File: src/rtl/fifo_wr_arbiter.sv
// rtl/fifo_wr_arbiter.sv - round-robin write-port arbiter in front of sync_fifo
//
// Purpose:
//   Lets NUM_REQ producers share the single write port of sync_fifo. A
//   decision is taken at a rising edge when a request is pending and the
//   FIFO is not full. The write pulse (gnt/fifo_wr_en/fifo_data_in) appears
//   one cycle later and lasts one cycle. No decision is taken during that
//   cycle, so fifo_full already reflects the previous write at the next
//   decision. All outputs are registered.
//
// Optional feature:
//   FIFO_ARB_FIXED_PRIO_EN - when defined, req_i[0] always has highest
//   priority and the round-robin pointer register is removed.
//
// Ports:
//   clk_i          system clock, rising edge
//   reset_i        asynchronous active-high reset
//   req_i          per-producer request level, held until its grant
//   req_data_i     packed producer data, slice i = [i*DATA_W +: DATA_W]
//   fifo_full_i    full flag from sync_fifo
//   gnt_o          one-hot single-cycle grant pulse
//   fifo_wr_en_o   write strobe to sync_fifo
//   fifo_data_in_o write data to sync_fifo
//   stall_o        request pending while the FIFO is full
//   wr_count_o     wrapping count of accepted writes

module fifo_wr_arbiter #(
  parameter int NUM_REQ = 2,
  parameter int DATA_W  = 4,
  parameter int WCNT_W  = 8
) (
  input  logic                      clk_i,
  input  logic                      reset_i,
  input  logic [NUM_REQ-1:0]        req_i,
  input  logic [NUM_REQ*DATA_W-1:0] req_data_i,
  input  logic                      fifo_full_i,
  output logic [NUM_REQ-1:0]        gnt_o,
  output logic                      fifo_wr_en_o,
  output logic [DATA_W-1:0]         fifo_data_in_o,
  output logic                      stall_o,
  output logic [WCNT_W-1:0]         wr_count_o
);

  // NUM_REQ is limited to 2..4, so one or two pointer bits suffice.
  localparam int PTR_W = (NUM_REQ > 2) ? 2 : 1;

  typedef enum logic [1:0] {
    IDLE  = 2'd0,
    GRANT = 2'd1,
    STALL = 2'd2
  } state_t;

  state_t             state_q;
  logic [PTR_W-1:0]   ptr;
  logic [PTR_W-1:0]   scan_idx;
  logic [PTR_W-1:0]   win_idx;
  logic               found;
  logic               any_req;
  logic               do_grant;
  logic [NUM_REQ-1:0] gnt_d;
  logic [DATA_W-1:0]  data_d;

`ifdef FIFO_ARB_FIXED_PRIO_EN
  assign ptr = '0;
`else
  logic [PTR_W-1:0] ptr_q;
  logic [PTR_W-1:0] ptr_d;

  assign ptr   = ptr_q;
  // Pointer moves to the port just after the winner, wrapping at NUM_REQ-1.
  assign ptr_d = (int'(win_idx) == NUM_REQ - 1) ? '0 : win_idx + 1'b1;

  always_ff @(posedge clk_i or posedge reset_i) begin
    if (reset_i) begin
      ptr_q <= '0;
    end else if (do_grant) begin
      ptr_q <= ptr_d;
    end
  end
`endif

  // Winner = first set request scanning upward from the pointer with wrap.
  always_comb begin
    any_req  = |req_i;
    found    = 1'b0;
    win_idx  = '0;
    scan_idx = '0;
    for (int k = 0; k < NUM_REQ; k++) begin
      scan_idx = PTR_W'((int'(ptr) + k) % NUM_REQ);
      if (!found && req_i[scan_idx]) begin
        found   = 1'b1;
        win_idx = scan_idx;
      end
    end
  end

  // Decode the winner with constant indices only.
  always_comb begin
    gnt_d  = '0;
    data_d = '0;
    for (int k = 0; k < NUM_REQ; k++) begin
      if (win_idx == PTR_W'(k)) begin
        gnt_d[k] = 1'b1;
        data_d   = req_data_i[k*DATA_W +: DATA_W];
      end
    end
  end

  // IDLE and STALL arbitrate identically; GRANT is the mandatory gap cycle.
  assign do_grant = ((state_q == IDLE) || (state_q == STALL)) &&
                    any_req && !fifo_full_i;

  always_ff @(posedge clk_i or posedge reset_i) begin
    if (reset_i) begin
      state_q        <= IDLE;
      gnt_o          <= '0;
      fifo_wr_en_o   <= 1'b0;
      fifo_data_in_o <= '0;
      stall_o        <= 1'b0;
      wr_count_o     <= '0;
    end else begin
      case (state_q)
        IDLE, STALL: begin
          if (do_grant) begin
            state_q        <= GRANT;
            gnt_o          <= gnt_d;
            fifo_wr_en_o   <= 1'b1;
            fifo_data_in_o <= data_d;
            stall_o        <= 1'b0;
            wr_count_o     <= wr_count_o + 1'b1;
          end else if (any_req) begin
            state_q      <= STALL;
            gnt_o        <= '0;
            fifo_wr_en_o <= 1'b0;
            stall_o      <= 1'b1;
          end else begin
            state_q      <= IDLE;
            gnt_o        <= '0;
            fifo_wr_en_o <= 1'b0;
            stall_o      <= 1'b0;
          end
        end
        GRANT: begin
          state_q      <= IDLE;
          gnt_o        <= '0;
          fifo_wr_en_o <= 1'b0;
          stall_o      <= 1'b0;
        end
        default: begin
          state_q      <= IDLE;
          gnt_o        <= '0;
          fifo_wr_en_o <= 1'b0;
          stall_o      <= 1'b0;
        end
      endcase
    end
  end

endmodule

File: config.mk
export PLATFORM = sky130hd
export DESIGN_NAME = fifo_wr_arbiter
export DESIGN_NICKNAME = d
export VERILOG_FILES = /design/src/rtl/fifo_wr_arbiter.sv
export SDC_FILE = /design/constraint.sdc
export NUM_CORES = 1
export LEC_CHECK = 0
export CAP_MARGIN = 20
export CELL_PAD_IN_SITES_DETAIL_PLACEMENT = 0
export CELL_PAD_IN_SITES_GLOBAL_PLACEMENT = 1
export CORE_MARGIN = 3
export CORE_UTILIZATION = 36
export CTS_CLUSTER_DIAMETER = 80
export DETAILED_ROUTE_END_ITERATION = 7
export GPL_TIMING_DRIVEN = 0
export PLACE_DENSITY = 0.84
export SKIP_CTS_REPAIR_TIMING = 1
export SYNTH_ARGS = -nofsm -noshare
export SYNTH_HDL_FRONTEND = slang
export SYNTH_SLANG_ARGS = --single-unit
File: constraint.sdc
create_clock -name clk_i -period 2.7 [get_ports clk_i]
set_input_delay 0.81 -clock clk_i [delete_from_list [all_inputs] [get_ports clk_i]]
set_output_delay 0.81 -clock clk_i [all_outputs]
set_load 0.02 [all_outputs]
==> qor.txt <==
status -> complete, no violations
Slew @ Worst Pin -> 0.627 ns
critical path data arrival time -> 1.38 ns
Post-Syn Area -> 807 um^2
WL final -> 1.53 mm
CTS Buffer Depth -> 2
GRT Overall Usage -> 13.0%
top post-synthesis cells by area -> dfrtp_1 53%, xor2_1 7.6%, o22a_1 4.3%
Max-slew headroom -> 58.2%
register area share after synthesis -> 52.7%
slowest CP cell -> clkdlybuf4s50_1
DRT antenna net count -> 0
post-synth top area share -> 52.7%
vias in the first global route -> 625
gpl congestion -> 0.769
Final Hold Viols -> 0
ys async rst share -> 100%
cell with the most instances after synthesis -> dfrtp_1
latest clock arrival within the worst-skew pair -> 0.30 ns
IO Count -> 29
GRT overflow -> 0
Crit Path Class -> register to primary output
Synth Flop Type -> dfrtp_1
number of buffers and inverters on the critical path -> 1
Cell variety after synth -> 24
CP Depth -> 1
Initial Util -> 39.5%
area leader, netlist -> dfrtp_1
max-slew violation count -> 0
Pwr Density -> 818 nW/um^2
Final setup viols -> 0
largest net degree at the start of global routing -> 18
PortBufs -> 27
Avg Cell Area, Syn -> 12.8 um^2
DRC -> 0
CP top delay family -> buffers and inverters
layout cells sized above 1 -> 17.0%
final worst path period need -> 2.19 ns
H-tree depth -> 1
Reg area -> 425 um^2
Placed Instances -> 117
root buffer cell -> clkbuf_4
Syn Nets -> 77
Die Height -> 53.3 um
Static Leak -> 0.468 nW
CTS Sinks -> 17
f_max -> 456 MHz
CTS Buf Count -> 3
WL per Instance -> 12.6 um
WHS Path Cells -> 1
# rows -> 16
via count -> 597
synth cell count leaders -> 17 x dfrtp_1, 7 x xor2_1, 4 x a21boi_0, 4 x o22a_1
DRT Pass-1 Iters -> 2
Hold Crit Class -> register to register
critical-path cell list -> clkdlybuf4s50_1
Final period util -> 81.2%
initial antenna violation count -> 0
Critical Path Start Type -> register
Non-Filler Instances -> 121
CORE AREA -> 2040 um^2
VDD IR max -> 0.520 mV
number of DRC markers in iteration 0 -> 5
die area -> 2850 um^2
required time of the critical path -> 1.89 ns
MaxCap Viol Count -> 0
Post-synth EDFFs -> 0
CP endpoint kind -> primary output
Multi-input gate area -> 343 um^2
#FFs+latches synth -> 17
Fillers -> 202
setup_tns -> 0 ns
die width -> 53.3 um
RSZ-0062 raised after global routing -> no
YS warnings -> 0
Layout area overhead -> 41.1%
Max FO, Critical Path -> 5
first-pass GRT wire length -> 2.69 mm
Inserted Diodes -> 0
CTS tree -> yes
clk_skew -> 0.0161 ns
crit-path max cell delay -> 0.64 ns
Register-to-Register Path Depth -> 3
Vias/cell -> 4.93
Worst-path clk slew -> 0.11 ns
Nets -> 109
Syn Inst Count -> 63
-- report_power, final --
part / total (mW) / leakage [nW] / internal [mW] / switching [mW]
clock network: 0.136 / 0.0177 / 0.0551 / 0.0808
logic: 0.395 / 0.246 / 0.203 / 0.192
registers: 0.400 / 0.204 / 0.328 / 0.0725
total: 0.932 / 0.468 / 0.587 / 0.345
-- cell usage in the layout (no fill, tap or decap) --
| master | netlist | routed |
|---|---|---|
| nor4_4 | 1 | 1 |
| a21boi_0 | 4 | 4 |
| clkdlybuf4s50_1 | 0 | 27 |
| nand3_1 | 3 | 3 |
| nor3b_1 | 1 | 1 |
| a311o_1 | 2 | 2 |
| o22a_1 | 4 | 4 |
| clkinv_2 | 0 | 1 |
| nand2b_1 | 1 | 1 |
| ha_1 | 1 | 1 |
| nor4_2 | 2 | 2 |
| buf_2 | 1 | 1 |
| dfrtp_1 | 17 | 17 |
| nor3_1 | 3 | 3 |
| nand2_1 | 2 | 2 |
| a311o_2 | 2 | 2 |
| and2_1 | 1 | 1 |
| buf_1 | 1 | 1 |
| inv_1 | 2 | 2 |
| xor2_1 | 7 | 7 |
| nor2_2 | 1 | 1 |
| o21bai_4 | 1 | 1 |
| clkbuf_4 | 0 | 3 |
| nor2_1 | 1 | 1 |
| buf_6 | 2 | 2 |
| mux2_2 | 2 | 2 |
| nand4_1 | 1 | 1 |
-- per-stage QoR --
stage	total power, mW	hold WS (ns)	worst slack [ns]	cell area (um^2)	util [%]
floorplan	0.615	0.472	0.972	807	-
finish	0.932	0.472	0.507	1140	55.8
CTS	0.946	0.474	0.489	1140	55.8
global route	0.994	0.507	0.457	1140	55.8
detailed placement	0.809	0.460	0.403	1110	54.4
global placement	0.802	0.456	0.446	1110	54.4
-- area by class of cell --
cell class	count	area share, %
sequential	17	37.4
clock buffer	3	1.98
inverter	2	0.659
buffer	4	2.75
timing repair buffer	27	23.7
tap	27	2.97
multi-input combinational	40	30.1
clock inverter	1	0.440
-- cells by family (layout without fill, tap and decap cells) --
| logic type | after synthesis | in the layout | share of synthesized area [%] |
|---|---|---|---|
| flip-flops | 17 | 17 | 52.7 |
| buffers and inverters | 6 | 37 | 4.81 |
| multiplexers | 2 | 2 | 2.79 |
| AO/OA/AOI/OAI | 13 | 13 | 15.7 |
| XOR/XNOR | 7 | 7 | 7.60 |
| adder cells (fa/ha/maj) | 1 | 1 | 1.55 |
| AND/OR/NAND/NOR | 17 | 17 | 14.9 |
-- state kept, by name (all words and copies together), names as in the netlist --
| register | cells |
|---|---|
| wr_count_o | 8 |
| fifo_data_in_o | 4 |
| ptr | 1 |
| stall_o | 1 |
| gnt_o | 2 |
| state_q | 1 |
-- worst paths after layout --
path	startpoint	to	slack, ns
setup reg to reg	state_q[0]$_DFF_PP0_	ptr$_DFFE_PP0N_	1.28
hold reg to reg	wr_count_o[7]$_DFFE_PP0P_	wr_count_o[7]$_DFFE_PP0P_	0.47
setup / recovery	wr_count_o[3]$_DFFE_PP0P_	wr_count_o[3]	0.51
max in group asynchronous	reset_i	ptr$_DFFE_PP0N_	1.39
min in group asynchronous	reset_i	wr_count_o[4]$_DFFE_PP0P_	0.88
hold / removal	wr_count_o[7]$_DFFE_PP0P_	wr_count_o[7]$_DFFE_PP0P_	0.47
-- metal layers --
metal  share of wire (%)  routed length, um  vias to the layer above  GRT usage (%)
met3                 8.6                132                        2           3.66
met5                   0                  0                        -              0
met4                0.52                  8                        0           5.11
met1                  46                707                      275           17.1
met2                  45                682                       27           19.8
li1                    -                  -                      293              -
Note: power is estimated with default switching activity, not from simulation.
